--- src/rtl/rule_match_encoder_pkg.sv ---
// Shared header-engine definitions: default rule count, rule-ID width and the
// encoder FSM state encoding.
package rule_match_encoder_pkg;

  localparam int BV_DEFAULT = 195;
  localparam int RULE_ID_W  = $clog2(BV_DEFAULT);

  typedef enum logic [1:0] {
    ST_IDLE    = 2'd0,
    ST_SCAN    = 2'd1,
    ST_NOMATCH = 2'd2
  } state_e;

endpackage

--- src/rtl/rule_match_encoder_chunk_lsb_encoder.sv ---
// Combinational lowest-set-bit finder for one scan chunk of the rule vector.
// 'any' flags a non-empty chunk; 'idx' is the lowest set position (0 when empty).
module chunk_lsb_encoder #(
  parameter int W  = 16,
  parameter int IW = $clog2(W)
) (
  input  logic [W-1:0]  vec,
  output logic          any,
  output logic [IW-1:0] idx
);

  // NOTE: every output gets a default before the loop so no latch is inferred.
  always_comb begin
    any = |vec;
    idx = '0;
    // Walk downwards so the lowest set bit is the last (winning) assignment.
    for (int i = W - 1; i >= 0; i--) begin
      if (vec[i]) idx = IW'(i);
    end
  end

endmodule

--- src/rtl/rule_match_encoder.sv ---
// Final header-engine stage: ANDs the five per-field rule vectors and streams
// matching rule IDs lowest-first over valid/ready. Optional counters: HDR_STATS_EN.
module rule_match_encoder
  import rule_match_encoder_pkg::*;
#(
  parameter int BVSIZE    = BV_DEFAULT,
  parameter int CHUNK     = 16,
  parameter int MAX_MATCH = 32
) (
  input  logic                      clk,
  input  logic                      rst_n,
  input  logic [BVSIZE-1:0]         srcip_bv,
  input  logic [BVSIZE-1:0]         dstip_bv,
  input  logic [BVSIZE-1:0]         srcport_bv,
  input  logic [BVSIZE-1:0]         dstport_bv,
  input  logic [BVSIZE-1:0]         proto_bv,
  input  logic                      in_valid,
  output logic                      in_ready,
  output logic                      out_valid,
  input  logic                      out_ready,
  output logic [$clog2(BVSIZE)-1:0] out_rule_id,
  output logic                      out_nomatch,
  output logic                      out_last,
  output logic                      out_trunc
`ifdef HDR_STATS_EN
  ,
  output logic [31:0]               hdr_cnt,
  output logic [31:0]               match_cnt,
  output logic [15:0]               drop_cnt
`endif
);

  localparam int NCHUNK = (BVSIZE + CHUNK - 1) / CHUNK;
  localparam int PADW   = NCHUNK * CHUNK;
  localparam int PTR_W  = (NCHUNK > 1) ? $clog2(NCHUNK) : 1;
  localparam int IDX_W  = (CHUNK > 1) ? $clog2(CHUNK) : 1;
  localparam int POS_W  = $clog2(PADW);
  localparam int CNT_W  = $clog2(MAX_MATCH + 1);
  localparam int IDW    = $clog2(BVSIZE);

  state_e            state_q, state_d;
  logic [PADW-1:0]   work_q, work_d;
  logic [PTR_W-1:0]  chunk_q, chunk_d;
  logic [CNT_W-1:0]  count_q, count_d;

  logic [BVSIZE-1:0] match_all;
  logic [PADW-1:0]   match_pad;
  logic [CHUNK-1:0]  cur_chunk;
  logic [CHUNK-1:0]  chunk_rest;
  logic              chunk_any;
  logic [IDX_W-1:0]  lsb_idx;
  logic [POS_W-1:0]  rule_pos;
  logic [PADW-1:0]   work_clr;
  logic              is_last_bit;
  logic              at_cap;

  assign match_all = srcip_bv & dstip_bv & srcport_bv & dstport_bv & proto_bv;
  // Top chunk is zero-padded so every chunk slice stays in range.
  assign match_pad = PADW'(match_all);
  assign cur_chunk = work_q[int'(chunk_q) * CHUNK +: CHUNK];

  chunk_lsb_encoder #(
    .W  (CHUNK),
    .IW (IDX_W)
  ) u_lsb (
    .vec (cur_chunk),
    .any (chunk_any),
    .idx (lsb_idx)
  );

  assign rule_pos    = POS_W'(int'(chunk_q) * CHUNK + int'(lsb_idx));
  assign work_clr    = work_q & ~(PADW'(1) << rule_pos);
  assign chunk_rest  = cur_chunk & ~(CHUNK'(1) << lsb_idx);
  assign is_last_bit = (work_clr == '0);
  assign at_cap      = (count_q == CNT_W'(MAX_MATCH - 1));

  always_comb begin
    state_d     = state_q;
    work_d      = work_q;
    chunk_d     = chunk_q;
    count_d     = count_q;
    in_ready    = 1'b0;
    out_valid   = 1'b0;
    out_rule_id = '0;
    out_nomatch = 1'b0;
    out_last    = 1'b0;
    out_trunc   = 1'b0;

    unique case (state_q)
      ST_IDLE: begin
        in_ready = 1'b1;
        if (in_valid) begin
          work_d  = match_pad;
          chunk_d = '0;
          count_d = '0;
          state_d = (match_pad == '0) ? ST_NOMATCH : ST_SCAN;
        end
      end

      ST_NOMATCH: begin
        out_valid   = 1'b1;
        out_nomatch = 1'b1;
        out_last    = 1'b1;
        if (out_ready) state_d = ST_IDLE;
      end

      ST_SCAN: begin
        if (!chunk_any) begin
          chunk_d = chunk_q + 1'b1;
        end else begin
          out_valid   = 1'b1;
          out_rule_id = IDW'(rule_pos);
          out_last    = is_last_bit || at_cap;
          out_trunc   = at_cap && !is_last_bit;
          if (out_ready) begin
            work_d  = work_clr;
            count_d = count_q + 1'b1;
            if (out_last) begin
              state_d = ST_IDLE;
            end else if (chunk_rest == '0) begin
              // Step past the drained chunk now so adjacent chunks stream back to back.
              chunk_d = chunk_q + 1'b1;
            end
          end
        end
      end

      default: state_d = ST_IDLE;
    endcase
  end

  // NOTE: sequential state uses non-blocking assignments only; the work vector
  // is ordinary state (not a memory array), so it is cleared with everything else.
  always_ff @(posedge clk) begin
    if (!rst_n) begin
      state_q <= ST_IDLE;
      work_q  <= '0;
      chunk_q <= '0;
      count_q <= '0;
    end else begin
      state_q <= state_d;
      work_q  <= work_d;
      chunk_q <= chunk_d;
      count_q <= count_d;
    end
  end

`ifdef HDR_STATS_EN
  always_ff @(posedge clk) begin
    if (!rst_n) begin
      hdr_cnt   <= '0;
      match_cnt <= '0;
      drop_cnt  <= '0;
    end else begin
      if (in_valid && in_ready)                          hdr_cnt   <= hdr_cnt + 32'd1;
      if (state_q == ST_SCAN && out_valid && out_ready)  match_cnt <= match_cnt + 32'd1;
      if (in_valid && !in_ready)                         drop_cnt  <= drop_cnt + 16'd1;
    end
  end
`endif

endmodule

--- config.mk ---
export PLATFORM = sky130hd
export DESIGN_NAME = rule_match_encoder
export DESIGN_NICKNAME = d
export VERILOG_FILES = /design/src/rtl/rule_match_encoder_pkg.sv /design/src/rtl/rule_match_encoder_chunk_lsb_encoder.sv /design/src/rtl/rule_match_encoder.sv
export SDC_FILE = /design/constraint.sdc
export NUM_CORES = 1
export LEC_CHECK = 0
export ABC_CLOCK_PERIOD_IN_PS = 7100
export BUFFER_PORTS_ARGS = -buffer_cell sky130_fd_sc_hd__buf_2
export CORE_AREA = 2 2 384 386
export DETAILED_ROUTE_END_ITERATION = 8
export DIE_AREA = 0 0 386 388
export PLACE_DENSITY_LB_ADDON = 0.25
export SYNTH_ARGS = -nofsm -noshare
export SYNTH_HDL_FRONTEND = slang
export SYNTH_SLANG_ARGS = --single-unit
--- constraint.sdc ---
create_clock -name clk -period 7.1 [get_ports clk]
set_input_delay 1.42 -clock clk [delete_from_list [all_inputs] [get_ports clk]]
set_output_delay 1.42 -clock clk [all_outputs]
set_load 0.005 [all_outputs]
==> results of run 1 <==
## power by group through the flow
stage / sequential (uW) / combinational [uW] / clock (uW)
floorplan: 1310 / 1200 / 0
global placement: 1350 / 3330 / 0
detailed placement: 1350 / 3300 / 0
CTS: 1320 / 3420 / 1620
global route: 1320 / 3690 / 1660
finish: 1330 / 3600 / 1590
## cell usage after synthesis (all sizes together) (11+ instances only)
cell type	count	area, um^2
a21boi	18	135
nand4	71	465
o21ai	381	1910
a31oi	39	244
nor2	148	579
nand3	259	1300
a22oi	27	221
a21oi	143	719
nor3	41	238
clkbuf	127	477
or2	11	68.8
and3	171	1070
o31ai	35	282
nand2	190	716
a221oi	12	111
dfxtp	220	4400
o22ai	60	375
nor4	34	240
o21a	14	105
inv	50	188
nor2b	29	181
buf	41	260
and2	174	1090
mux2i	81	811
## cells by family (layout without fill, tap and decap cells)
logic type,Yosys count,in the layout,share of synthesized area
and+or+nand+nor,1184,1184,0.357
AOI/OAI and AO/OA,837,837,0.284
DFF,220,220,0.246
buffers and inverters,218,1839,0.0516
muxes,90,90,0.0561
adders and majority gates,5,5,0.00349
xor gates and xnor gates,3,3,0.00147
other,0,17,0
## registers in the layout, summed over array words and instances (netlist names)
register / cells
work_q: 208
count_q: 6
chunk_q: 4
state_q: 2
## metrics by stage
step / utilization / instance area [um^2] / setup WS (ns)
after floorplan: - / 17900 / 1.26
after global placement: 0.208 / 30200 / -0.149
after detailed placement: 0.208 / 30200 / -0.121
after CTS: 0.221 / 32000 / -0.0522
after global routing: 0.225 / 32700 / -0.101
final: 0.225 / 32700 / -0.0600
## final cells by class
class                   count  area [um^2]  area share
diodes                     17         42.5     0.00130
clock buffers              39          815      0.0249
clock inverters            17          176     0.00540
inverters                  50          193     0.00589
multi-input cells        2119        13700       0.418
flip-flops and latches    220         4410       0.135
well taps                1917         2400      0.0734
repair buffers           1733        11000       0.336
## tightest hold or removal path: cells and delay by family, from the launching register on
| kind | cells | cell delay [ns] |
|---|---|---|
| flip-flops | 1 | 0.32 |
| multiplexers | 1 | 0.05 |
| AND/OR/NAND/NOR | 1 | 0.06 |
## routing by layer
metal | wire length [um] | vias to the layer above | track usage | part of all wire
met5 | 134 | - | 0 | 0.00058
met1 | 97100 | 14746 | 0.385 | 0.42
li1 | - | 12825 | - | -
met3 | 15600 | 442 | 0.0514 | 0.068
met4 | 15900 | 20 | 0.172 | 0.069
met2 | 102000 | 1676 | 0.461 | 0.44
## final timing paths
kind	start	depth (start not counted)	end
hold reg to reg	state_q[1]	2	state_q[1]
setup reg to reg	chunk_q[2]	24	chunk_q[3]
setup / recovery	chunk_q[1]	20	out_trunc
hold / removal	state_q[1]	2	state_q[1]
## repair_timing
item	CTS	global route
gates cloned	0	1
hold buffers	0	0
gates resized for setup	134	96
setup endpoints to repair	2	2
setup buffers	32	21
pin swaps	41	42
==> results.toml, run 1 <==
[run_status]
outcome = "finished with violations"
violations = "setup timing"

[timing]
final-hold-violation-count = 0
finalCritPeriodShare = 1.01
rsz0062_at_grt = "true"
slew_headroom = 0.195
fmax_mhz = 140
final-setup-viol-count = 2
tightest_slew_ns = 1.18
fin_worst_skew_ns = 0.0366
finalCriticalPeriod_ns = 7.16
hold_slack_ns = 0.486
tns_ns = -0.0837
drv_slew = 0
layout_setup_ws_ns = -0.0600

[logic_synthesis]
ys_types = 99
syn_inst = 2557
synth_area_um2 = 17900
synthArstFlopShare = 0
seq_area_frac_synth = 0.246
synth_nets = 3541
ys.flop_type = "dfxtp_1"
synth_edf_count = 0
syn_avg_cell_area_um2 = 7.01
ys_warn_count = 0
ys_seq_elements = 220

[route]
post-route-drc-count = 0
drt_wl_total_um = 231000
final_antenna_net_count = 0
wl_per_cell_um = 37.8
first_iter_violations = 3060
first_pass_iters = 5
viasPerCell = 4.86
via_count = 29709

[clock_network]
cts_tree = "built"
root_buffer = "clkbuf_16"
htreeDepth = 1
clk_pin_slew_ns = 0.06
cts_buffers = 30
insertion_delay_ns = 0.65
cts.sinks = 220
clk_path_buf_depth = 3

[setup_path]
rrSetupSlack_ns = 1.46
path_cells = "buf_4 > buf_4 > mux4_2 > a2bb2oi_1 > a221o_2 > nor2_8 > buf_4 > buf_4 > nand2_1 > o21ai_0 > buf_4 > nand3_1 > a2111oi_2 > buf_4 > nand4_1 > nor4_1 > and4_4 > nand4_4 > nor3b_2 > buf_2"
cp.arrival_ns = 5.74
critPathKind = "reg2out"
crit_required_ns = 5.68
end_kind = "output port"
critPathSlowestCell = "mux4_2"
slowest_delay_ns = 0.56
startpoint_type = "flop"
critPathMaxFanout = 8
cp_num_buf_inv = 7
crit_top_cell = "buf_4"
cp_top_family = "simple AND/OR/NAND/NOR gates"

[power_and_ir_drop]
p_leak_uw = 0.0146
power.switching_uw = 3080
combPwrFrac = 0.552
p_per_area_nw_per_um2 = 200
intPower_uw = 3450
total_power_uw = 6520
pwr-share-seq = 0.204
swShare = 0.472
peakVddDrop_mv = 0.203
pwr-share-clk = 0.244

[grt]
grt_max_degree = 118
grt_pass1_wl_um = 294000
grt-ovfl-total = 0
groute.usage.overall = 0.298
antenna_found_initial = 63
grt_pass1_vias = 29206

[cells_and_area]
layout_commonest_cell = "buf_2"
final_cell_mix = "buf_2, buf_4, o21ai_0, nand3_1, dfxtp_1"
area_delta_synth_final_pct = 82.3
layout-drive-gt1-share = 0.477
fin_nets = 5138
instances_no_fill = 6112
fill_cells = 16479

[floorplanning]
fp.dieW_um = 386
num_rows = 140
core_area_um2 = 145000
start_util = 0.123
io_pins = 992
die_area_um2 = 150000
die_h_um = 388

[place]
dp_hpwl_um = 202000
io_buffer_count = 991
place_congestion = 1.13
dp_cells = 5988

[worst_hold_path]
hp-class = "reg2reg"

[flow_run]
maxCapViolations = 0
(Power assumes the default switching activity.)
==> run 2, diff against run 1 <==
--- a/config.mk
+++ b/config.mk
@@ -7,10 +7,11 @@
 export LEC_CHECK = 0
 export ABC_CLOCK_PERIOD_IN_PS = 7100
 export BUFFER_PORTS_ARGS = -buffer_cell sky130_fd_sc_hd__buf_2
-export CORE_AREA = 2 2 384 386
+export CORE_AREA = 2 2 390 392
 export DETAILED_ROUTE_END_ITERATION = 8
-export DIE_AREA = 0 0 386 388
+export DIE_AREA = 0 0 392 394
 export PLACE_DENSITY_LB_ADDON = 0.25
 export SYNTH_ARGS = -nofsm -noshare
 export SYNTH_HDL_FRONTEND = slang
+export SYNTH_HIERARCHICAL = 1
 export SYNTH_SLANG_ARGS = --single-unit
==> run 2 against run 1 <==
  * The run still ends with setup timing left
  * Utilization shrank 3.5 points
  * Critical endpoint is now out_last
  * Worst hold slack is essentially flat
  * First-iteration DRC count shrank 31%
==> results.toml, run 2 <==
[run_status]
outcome = "finished with violations"
violations = "setup timing"

[route]
final_antenna_net_count = 0
post-route-drc-count = 0
drt_wl_total_um = 160000
first_pass_iters = 6
via_count = 25398
first_iter_violations = 2101
viasPerCell = 4.48
wl_per_cell_um = 28.1

[worst_hold_path]
hold_depth = 1
hp-class = "reg2reg"

[setup_path]
cp_top_family = "simple AND/OR/NAND/NOR gates"
cp.depth = 22
end_kind = "output port"
r2r_cells = 19
crit_required_ns = 5.68
critPathKind = "reg2out"
critPathSlowestCell = "or4b_4"
r2r_start = "chunk_q[1]"
r2r_end = "chunk_q[0]"
cp_num_buf_inv = 8
startpoint = "chunk_q[0]"
endpoint = "out_last"
startpoint_type = "flop"
rrSetupSlack_ns = 1.67
cp.arrival_ns = 5.77
critPathMaxFanout = 8
slowest_delay_ns = 0.57
path_cells = "buf_12 > buf_4 > mux4_2 > mux2i_2 > o21ai_2 > nor2_2 > o311a_4 > o22ai_4 > buf_6 > buf_16 > or4b_4 > buf_12 > o21ai_2 > nand4_1 > nor4_2 > buf_4 > nand4_1 > nor4_4 > buf_6 > o21ai_4 > a21boi_4 > buf_2"

[logic_synthesis]
synth_fa_ha_area_frac = 0.00360
ys_warn_count = 6
synth_top_area_share = 0.253
ys_top_cells_by_area = "dfxtp_1, o21ai_0, nand2_1"
syn_inst = 2462
synth_top_family_by_area = "simple AND/OR/NAND/NOR gates"
muxShareOfSynthArea = 0.0648
synth_area_um2 = 17400
ys_types = 70
syn_avg_cell_area_um2 = 7.06
synth_commonest_cells = "o21ai_0, nand2_1, dfxtp_1, nand3_1, clkbuf_1"
synth_nets = 3446
synth_xor_area_frac = 0.00151
synth.most_common_cell = "o21ai_0"
seq_area_frac_synth = 0.253
yosysTopAreaCell = "dfxtp_1"
ys.flop_type = "dfxtp_1"
synth-compound-area-share = 0.250
ys_seq_elements = 220
synthArstFlopShare = 0
synth_edf_count = 0
synth_simple_gate_area_share = 0.372

[clock_network]
ctsHoldBuffers = 0
htreeDepth = 1
insertion_delay_ns = 0.59
clk_pin_slew_ns = 0.06
cts.sinks = 220
clk_path_buf_depth = 3
cts_tree = "built"
cts_buffers = 30
root_buffer = "clkbuf_16"

[timing]
slew_headroom = 0.150
fmax_mhz = 139
rsz0062_at_grt = "true"
layout_setup_ws_ns = -0.0908
fin_worst_skew_ns = 0.0166
tns_ns = -0.140
final-hold-violation-count = 0
finalCriticalPeriod_ns = 7.19
final-setup-viol-count = 2
drv_slew = 0
finalCritPeriodShare = 1.01
tightest_slew_ns = 1.27

[floorplanning]
fp.dieW_um = 392
start_util = 0.115
core_area_um2 = 151000
num_rows = 143
die_h_um = 394
die_area_um2 = 154000
io_pins = 992

[place]
place_congestion = 0.998
postPlaceCellArea_um2 = 26400
place_ws_ns = -0.643
io_buffer_count = 991
dp_hpwl_um = 133000

[grt]
grt-ovfl-total = 0
groute.usage.overall = 0.197
grt_pass1_wl_um = 212000
grt_max_degree = 178
antenna_found_initial = 45
grt_pass1_vias = 24795

[cells_and_area]
reg_top3 = "work_q (208), count_q (6), chunk_q (4)"
layout-drive-gt1-share = 0.419
layout_commonest_cell = "buf_2"
largest_reg_flops = 208
area_delta_synth_final_pct = 64.4
regMostFlops = "work_q"
fin_nets = 4594
design_area_um2 = 28600
final_cell_mix = "buf_2, nand2_1, o21ai_0, buf_4, dfxtp_1"

[power_and_ir_drop]
swShare = 0.453
peakVddDrop_mv = 0.276
intPower_uw = 3820
combPwrFrac = 0.575
pwr-share-clk = 0.232
p_leak_uw = 0.0123
p_per_area_nw_per_um2 = 244
power.switching_uw = 3170
pwr-share-seq = 0.193

[flow_run]
maxCapViolations = 0
run 2: final cells by class:
class	count	area (um^2)
Sequential cell	220	4410
Tap cell	2030	2540
Fill cell	17445	122000
Inverter	16	60.1
Multi-Input combinational cell	2008	12500
Clock inverter	8	104
Antenna cell	9	22.5
Timing Repair Buffer	1334	7970
Clock buffer	48	940
run 2: worst min-delay path by stage:
stage	startpoint	slack [ns]	end
global route	work_q[203]	0.50	work_q[203]
finish	work_q[203]	0.49	work_q[203]
floorplan	work_q[207]	0.42	work_q[207]
detailed placement	work_q[203]	0.46	work_q[203]
global placement	work_q[198]	0.46	work_q[198]
CTS	work_q[203]	0.47	work_q[203]
run 2: cells by family after synthesis:
| group | after synthesis |
|---|---|
| multiplexers | 74 |
| AND/OR/NAND/NOR | 1217 |
| AO/OA/AOI/OAI | 709 |
| adder cells (fa/ha/maj) | 5 |
| XOR/XNOR | 3 |
| buffers and inverters | 234 |
| flip-flops | 220 |
run 2: repair_timing:
action	CTS	global route
buffers inserted	36	15
gates resized for setup	138	62
pin swaps	41	35
cloned	4	0
endpoints found under the setup margin	2	2
run 2: metrics by stage:
stage	hold WS, ns	cells	util	power, uW
final	0.486	5673	0.190	6990
after global routing	0.497	5669	0.190	7290
after CTS	0.472	5650	0.188	6860
after detailed placement	0.464	5556	0.175	4840
after global placement	0.463	5556	0.175	4850
after floorplan	0.416	2462	-	3020
run 2: worst reg2reg max path, stage by stage, from the launching register on:
cell	delay, ns
dfxtp_4	0.38
buf_12	0.15
buf_8	0.13
mux4_2	0.54
a221o_1	0.40
buf_6	0.15
o311a_4	0.38
o22ai_4	0.30
buf_12	0.15
buf_16	0.10
nand4b_1	0.12
buf_4	0.23
buf_4	0.23
inv_1	0.07
nor2_1	0.04
a2111oi_0	0.53
nor4b_1	0.71
nand2_1	0.19
o31ai_4	0.33
mux2i_1	0.22
run 2: power by group through the flow:
stage	registers [uW]	logic (uW)	clock network (uW)
after CTS	1340	3870	1650
final	1350	4020	1620
after floorplan	1320	1700	0
after detailed placement	1370	3470	0
after global placement	1370	3480	0
after global routing	1350	4260	1690
run 2: routing by layer:
layer  track usage  part of all wire  vias up
met4        0.0677             0.041       16
li1              -                 -    11443
met2         0.337              0.48     1214
met3        0.0208             0.054      251
met5             0           0.00067        -
met1         0.254              0.42    12474
